==> src/rtl/jt6295_pkg.sv <==
// Shared definitions for the jt6295 command decoder and its phrase-table reader.
package jt6295_pkg;

  typedef enum logic [2:0] {
    ST_IDLE    = 3'd0,
    ST_PHRASE  = 3'd1,
    ST_FETCH   = 3'd2,
    ST_ISSUE   = 3'd3,
    ST_WAITACK = 3'd4
  } cmd_state_t;

  // Each phrase-table entry occupies eight bytes; only the first six are used.
  localparam int PHRASE_BYTES = 8;
  localparam int PHRASE_SHIFT = $clog2(PHRASE_BYTES);
  localparam int FETCH_BYTES  = 6;
  localparam int ADDR_W       = 18;

  // Isolates the lowest set bit of a 4-bit vector as a one-hot value.
  function automatic logic [3:0] lowest_bit(input logic [3:0] v);
    return v & (~v + 4'd1);
  endfunction

  // Byte address of the first byte of a phrase-table entry.
  function automatic logic [ADDR_W-1:0] phrase_base(input logic [6:0] phrase);
    return ADDR_W'(phrase) << PHRASE_SHIFT;
  endfunction

endpackage

==> src/rtl/jt6295_cmd_fetch.sv <==
// Reads the six address bytes of one phrase-table entry using the rom_ok handshake
// and assembles them into the sample start and stop addresses.
module jt6295_cmd_fetch
  import jt6295_pkg::*;
(
  input  logic        clk,
  input  logic        rst_n,
  input  logic        go,
  input  logic [6:0]  phrase,
  input  logic        rom_ok,
  input  logic [7:0]  rom_data,
  output logic        rom_cs,
  output logic [17:0] rom_addr,
  output logic        done,
  output logic [17:0] start_addr,
  output logic [17:0] stop_addr
);

  localparam logic [2:0] LAST_K = 3'(FETCH_BYTES - 1);

  logic [2:0] k;

  // Walk bytes 0..5 of the entry, advancing only on cycles where rom_ok confirms the data.
  always_ff @(posedge clk or negedge rst_n) begin
    if (!rst_n) begin
      rom_cs     <= 1'b0;
      rom_addr   <= '0;
      k          <= '0;
      done       <= 1'b0;
      start_addr <= '0;
      stop_addr  <= '0;
    end else begin
      done <= 1'b0;
      if (go) begin
        rom_cs   <= 1'b1;
        rom_addr <= phrase_base(phrase);
        k        <= '0;
      end else if (rom_cs && rom_ok) begin
        case (k)
          3'd0:    start_addr[17:16] <= rom_data[1:0];
          3'd1:    start_addr[15:8]  <= rom_data;
          3'd2:    start_addr[7:0]   <= rom_data;
          3'd3:    stop_addr[17:16]  <= rom_data[1:0];
          3'd4:    stop_addr[15:8]   <= rom_data;
          default: stop_addr[7:0]    <= rom_data;
        endcase
        if (k == LAST_K) begin
          rom_cs <= 1'b0;
          done   <= 1'b1;
        end else begin
          k        <= k + 3'd1;
          rom_addr <= rom_addr + 18'd1;
        end
      end
    end
  end

endmodule

==> src/rtl/jt6295_cmd.sv <==
// CPU command decoder for the jt6295: accepts phrase/stop writes, fetches the phrase
// addresses from ROM and hands them to the channel engine one channel at a time.
module jt6295_cmd
  import jt6295_pkg::*;
#(
  parameter int ACK_TMO = 63
) (
  input  logic        clk,
  input  logic        rst_n,
  input  logic        wr,
  input  logic [7:0]  din,
  output logic        ready,
  output logic        rom_cs,
  output logic [17:0] rom_addr,
  input  logic [7:0]  rom_data,
  input  logic        rom_ok,
  output logic [17:0] start_addr,
  output logic [17:0] stop_addr,
  output logic [3:0]  att,
  output logic [3:0]  start,
  output logic [3:0]  stop,
  input  logic [3:0]  busy
);

  localparam int TMR_W = $clog2(ACK_TMO + 1);
  localparam logic [TMR_W-1:0] TMR_LAST = TMR_W'(ACK_TMO - 1);

  cmd_state_t       state, state_nx;
  logic [6:0]       phrase, phrase_nx;
  logic [3:0]       pend, pend_nx;
  logic [3:0]       cur, cur_nx;
  logic [TMR_W-1:0] timer, timer_nx;
  logic [3:0]       att_nx, start_nx, stop_nx;
  logic [17:0]      start_addr_nx, stop_addr_nx;
  logic [3:0]       avail, pick;
  logic             go, fetch_done;
  logic [17:0]      fetch_start, fetch_stop;

  jt6295_cmd_fetch u_fetch (
    .clk        (clk),
    .rst_n      (rst_n),
    .go         (go),
    .phrase     (phrase),
    .rom_ok     (rom_ok),
    .rom_data   (rom_data),
    .rom_cs     (rom_cs),
    .rom_addr   (rom_addr),
    .done       (fetch_done),
    .start_addr (fetch_start),
    .stop_addr  (fetch_stop)
  );

  assign ready = (state == ST_IDLE);
  // Channels still to be issued that the engine is not already playing.
  assign avail = pend & ~busy;
  assign pick  = lowest_bit(avail);

  // Next-state and next-output decode; stop writes are honoured in every state but PHRASE.
  always_comb begin
    state_nx      = state;
    phrase_nx     = phrase;
    pend_nx       = pend;
    cur_nx        = cur;
    timer_nx      = timer;
    att_nx        = att;
    start_nx      = 4'd0;
    stop_nx       = 4'd0;
    start_addr_nx = start_addr;
    stop_addr_nx  = stop_addr;
    go            = 1'b0;

    if (wr && !din[7] && state != ST_PHRASE) begin
      stop_nx = din[6:3];
    end

    case (state)
      ST_IDLE: begin
        if (wr && din[7]) begin
          phrase_nx = din[6:0];
          state_nx  = ST_PHRASE;
        end
      end
      ST_PHRASE: begin
        if (wr) begin
          if (phrase == 7'd0 || din[7:4] == 4'd0) begin
            state_nx = ST_IDLE;
          end else begin
            pend_nx  = din[7:4];
            att_nx   = din[3:0];
            go       = 1'b1;
            state_nx = ST_FETCH;
          end
        end
      end
      ST_FETCH: begin
        if (fetch_done) begin
          start_addr_nx = fetch_start;
          stop_addr_nx  = fetch_stop;
          state_nx      = ST_ISSUE;
        end
      end
      ST_ISSUE: begin
        if (pick == 4'd0) begin
          pend_nx  = 4'd0;
          state_nx = ST_IDLE;
        end else begin
          start_nx = pick;
          cur_nx   = pick;
          // Drop the issued channel and the busy ones scanned past below it.
          pend_nx  = pend & ~(pick | (pick - 4'd1));
          timer_nx = '0;
          state_nx = ST_WAITACK;
        end
      end
      ST_WAITACK: begin
        if (|(cur & (busy | stop))) begin
          state_nx = ST_ISSUE;
        end else if (timer == TMR_LAST) begin
          state_nx = ST_ISSUE;
        end else begin
          timer_nx = timer + 1'b1;
        end
      end
      default: state_nx = ST_IDLE;
    endcase
  end

  // State register.
  always_ff @(posedge clk or negedge rst_n) begin
    if (!rst_n) begin
      state <= ST_IDLE;
    end else begin
      state <= state_nx;
    end
  end

  // Command context and registered outputs to the channel engine.
  always_ff @(posedge clk or negedge rst_n) begin
    if (!rst_n) begin
      phrase     <= '0;
      pend       <= '0;
      cur        <= '0;
      timer      <= '0;
      att        <= '0;
      start      <= '0;
      stop       <= '0;
      start_addr <= '0;
      stop_addr  <= '0;
    end else begin
      phrase     <= phrase_nx;
      pend       <= pend_nx;
      cur        <= cur_nx;
      timer      <= timer_nx;
      att        <= att_nx;
      start      <= start_nx;
      stop       <= stop_nx;
      start_addr <= start_addr_nx;
      stop_addr  <= stop_addr_nx;
    end
  end

endmodule

==> config.mk <==
export PLATFORM = sky130hd
export DESIGN_NAME = jt6295_cmd
export DESIGN_NICKNAME = d
export VERILOG_FILES = /design/src/rtl/jt6295_pkg.sv /design/src/rtl/jt6295_cmd_fetch.sv /design/src/rtl/jt6295_cmd.sv
export SDC_FILE = /design/constraint.sdc
export NUM_CORES = 1
export LEC_CHECK = 0
export ABC_AREA = 1
export CAP_MARGIN = 15
export CORE_MARGIN = 3
export CORE_UTILIZATION = 45
export CTS_BUF_LIST = sky130_fd_sc_hd__clkbuf_8
export DETAILED_ROUTE_END_ITERATION = 10
export PLACE_DENSITY = 0.73
export SKIP_CTS_REPAIR_TIMING = 1
export SLEW_MARGIN = 20
export SYNTH_ARGS = -nofsm -noshare
export SYNTH_HDL_FRONTEND = slang
export SYNTH_HIERARCHICAL = 1
export SYNTH_SLANG_ARGS = --single-unit
==> constraint.sdc <==
create_clock -name clk -period 1.99 [get_ports clk]
set_input_delay 0.398 -clock clk [delete_from_list [all_inputs] [get_ports clk]]
set_output_delay 0.398 -clock clk [all_outputs]
set_load 0.01 [all_outputs]
==> flow_summary.toml <==
[route]
viasPerCell = 4.978
routed_wl_um = 12970
wire_per_inst_um = 14.21
ant_nets = 0
drc = 0
drt_iter0_markers = 283
firstDrtPassIters = 5
num_vias = 4545

[clocking]
clk_latency_ns = 0.44
cts_num_sinks = 131
cts_root_buffer = "clkbuf_8"
clk_path_buf_depth = 2
htreeDepth = 4
cts_tree = "yes"
path_clk_slew_ns = 0.08
numCtsBuffers = 17

[timing]
whs_ns = 0.4680
slew_headroom_pct = 57.82
slew_viol_final = 0
fin_crit_sh_pct = 95.53
worst_slack_ns = 0.08887
tightest_slew_ns = 0.6327
finalSetupViolCount = 0
hold_violations = 0
min_period_ns = 1.901
skew_ns = 0.01088
max_freq_mhz = 526.0

[yosys]
synth.most_common_cell = "dfrtp_1"
synth_fp_nets = 633
synth.yosys.warnings = 6
synth_edf_count = 0
yosys-top-cells-count = "dfrtp_1, nand2_1, inv_1"
yosys_register_bits = 131
async_reset_ff_share_pct = 100.0
post-synth-top-area-cell = "dfrtp_1"
avgSynthCellArea_um2 = 9.903
synth_ff_type = "dfrtp_1"
synth.distinct_cells = 37
seq_area_frac_synth_pct = 55.08
synthTopCellsByArea = "dfrtp_1, nand2_1, mux2_4"
netlist_area_um2 = 5952
synth_cells = 601
synth_top_area_share_pct = 55.08

[worst_setup_path]
path_buf_inv = 1
reg2reg_slack_ns = 0.12
reg2reg_to = "u_fetch/rom_addr[12]$_DFFE_PN0P_"
cp_slowest_cell = "clkdlybuf4s50_1"
critPathTopFamily = "buffers and inverters"
cp_data_required_time_ns = 1.59
rr_worst_depth = 13
setup.worst_path.end_class = "output port"
worstSetupStartpointType = "flop"
crit_type = "flop to output port"
worstReg2RegStart = "state[2]$_DFFE_PN0P_"
path_max_fanout = 6
cp.arrival_ns = 1.50
critPathMaxStageDelay_ns = 0.58
crit_path_cell_trace = "clkdlybuf4s50_1"

[floorplanning]
die_x_um = 121.0
dieArea_um2 = 14640
initial_core_util_pct = 46.60
pin_count = 92
num_rows = 41
core-area_um2 = 12770
die_y_um = 121.0

[power_and_ir_drop]
power.leakage_nw = 3.811
irDropWorstVdd_v = 0.0007222
cellPowerDensity_nw_per_um2 = 1301

[worst_hold_path]
holdCritPathClass = "primary input to async pin"

[placed_design]
gp_congestion = 0.9028
place_hpwl_um = 9336
numPortBuffers = 91
post-place-ws_ns = -0.3578

[global_routing]
antenna_found_initial = 0
grt_overflow_total = 0
met3_usage_pct = 5.408
grtUsageMet2_pct = 29.66
grt_usage_pct = 18.96
grt_pass1_wl_um = 21940
grt_max_degree = 38
grt_pass1_vias = 4555
grtUsageMet1_pct = 25.14
grt_busiest_layer = "met2"

[final_layout]
seq_area_um2 = 3279
n_fill_cell = 1035
diodes = 0
area_growth_pct = 29.79
num-nets-final = 760
multi_input_area_um2 = 2336
layout-drive-gt1-share_pct = 17.41

[job]
drv_cap = 0

[status]
outcome = "finished, final reports clean"
## where the power goes
part | leakage, nW | total [mW] | switching (mW) | internal (mW)
Sequential | 1.71 | 4.18 | 0.645 | 3.54
Clock | 0.227 | 2.51 | 1.04 | 1.47
Combinational | 1.87 | 3.36 | 1.67 | 1.69
Total | 3.81 | 10.1 | 3.35 | 6.70
## routing by layer
| layer | part of all wire [%] | up-vias |
|---|---|---|
| met2 | 49 | 153 |
| met3 | 5.3 | 18 |
| met4 | 1.3 | 0 |
| met5 | 0 | - |
| li1 | - | 2209 |
| met1 | 45 | 2165 |
## cell families after synthesis
kind of cell | Yosys count | synth area share, %
and+or+nand+nor | 258 | 19.74
DFF | 131 | 55.08
AOI/OAI and AO/OA | 81 | 7.610
buffers and inverters | 79 | 6.012
muxes | 36 | 8.703
xor gates and xnor gates | 8 | 1.177
adders and majority gates | 8 | 1.682
## state kept, by name (all words and copies together), names as in the netlist
signal              cells
u_fetch/start_addr     18
cur                     4
timer                   6
pend                    4
u_fetch/k               3
state                   3
phrase                  7
start_addr             18
u_fetch/rom_cs          1
start                   4
u_fetch/done            1
u_fetch/rom_addr       18
att                     4
stop_addr              18
stop                    4
u_fetch/stop_addr      18
## area by class of cell
cell class,count,share of cell area [%]
inverters,65,3.158
repair buffers,122,15.48
multi-input cells,391,30.24
clock inverters,12,2.316
flip-flops and latches,131,42.45
well taps,172,2.786
clock buffers,20,3.563
## cell usage in the layout, fill, tap and decap left out, types with 4 or more instances in the layout
cell type and n:
clkdlybuf4s50_1 89, o21ai_0 45, ha_1 8, nand3_4 4, mux2_2 6, inv_2 5
buf_4 27, nand4_1 7, a21oi_1 17, xnor2_1 5, nand3_2 4, nand3_1 37
nand2_1 130, inv_1 61, buf_12 4, nor2_1 59, bufinv_16 4, mux2_4 30
dfrtp_1 130, o21ai_2 5, clkbuf_8 20, nor2_4 6
## worst max path at each step
stage	slack [ns]	from	depth (start not counted)	end
6_report	0.09	u_fetch/rom_addr[9]$_DFFE_PN0P_	1	rom_addr[9]
5_1_grt	-0.03	state[2]$_DFFE_PN0P_	13	u_fetch/rom_addr[17]$_DFFE_PN0P_
4_1_cts	-0.24	state[1]$_DFFE_PN0P_	3	ready
3_5_place_dp	-0.36	din[7]	15	u_fetch/rom_addr[12]$_DFFE_PN0P_
3_3_place_gp	-0.29	din[7]	14	u_fetch/rom_addr[12]$_DFFE_PN0P_
2_1_floorplan	0.12	state[1]$_DFFE_PN0P_	13	u_fetch/rom_addr[8]$_DFFE_PN0P_
## stage by stage
stage	utilization, %	power [mW]	cell area, µm²	TNS (ns)	std cells
after global placement	56.66	7.433	7237	-8.729	880
final	60.48	10.05	7725	0	913
after global routing	60.48	10.77	7725	-0.03864	913
after floorplan	-	6.102	5952	0	601
after detailed placement	56.66	7.586	7237	-10.49	880
after CTS	60.21	10.14	7691	-0.2366	912
Note: power is estimated with default switching activity, not from simulation.
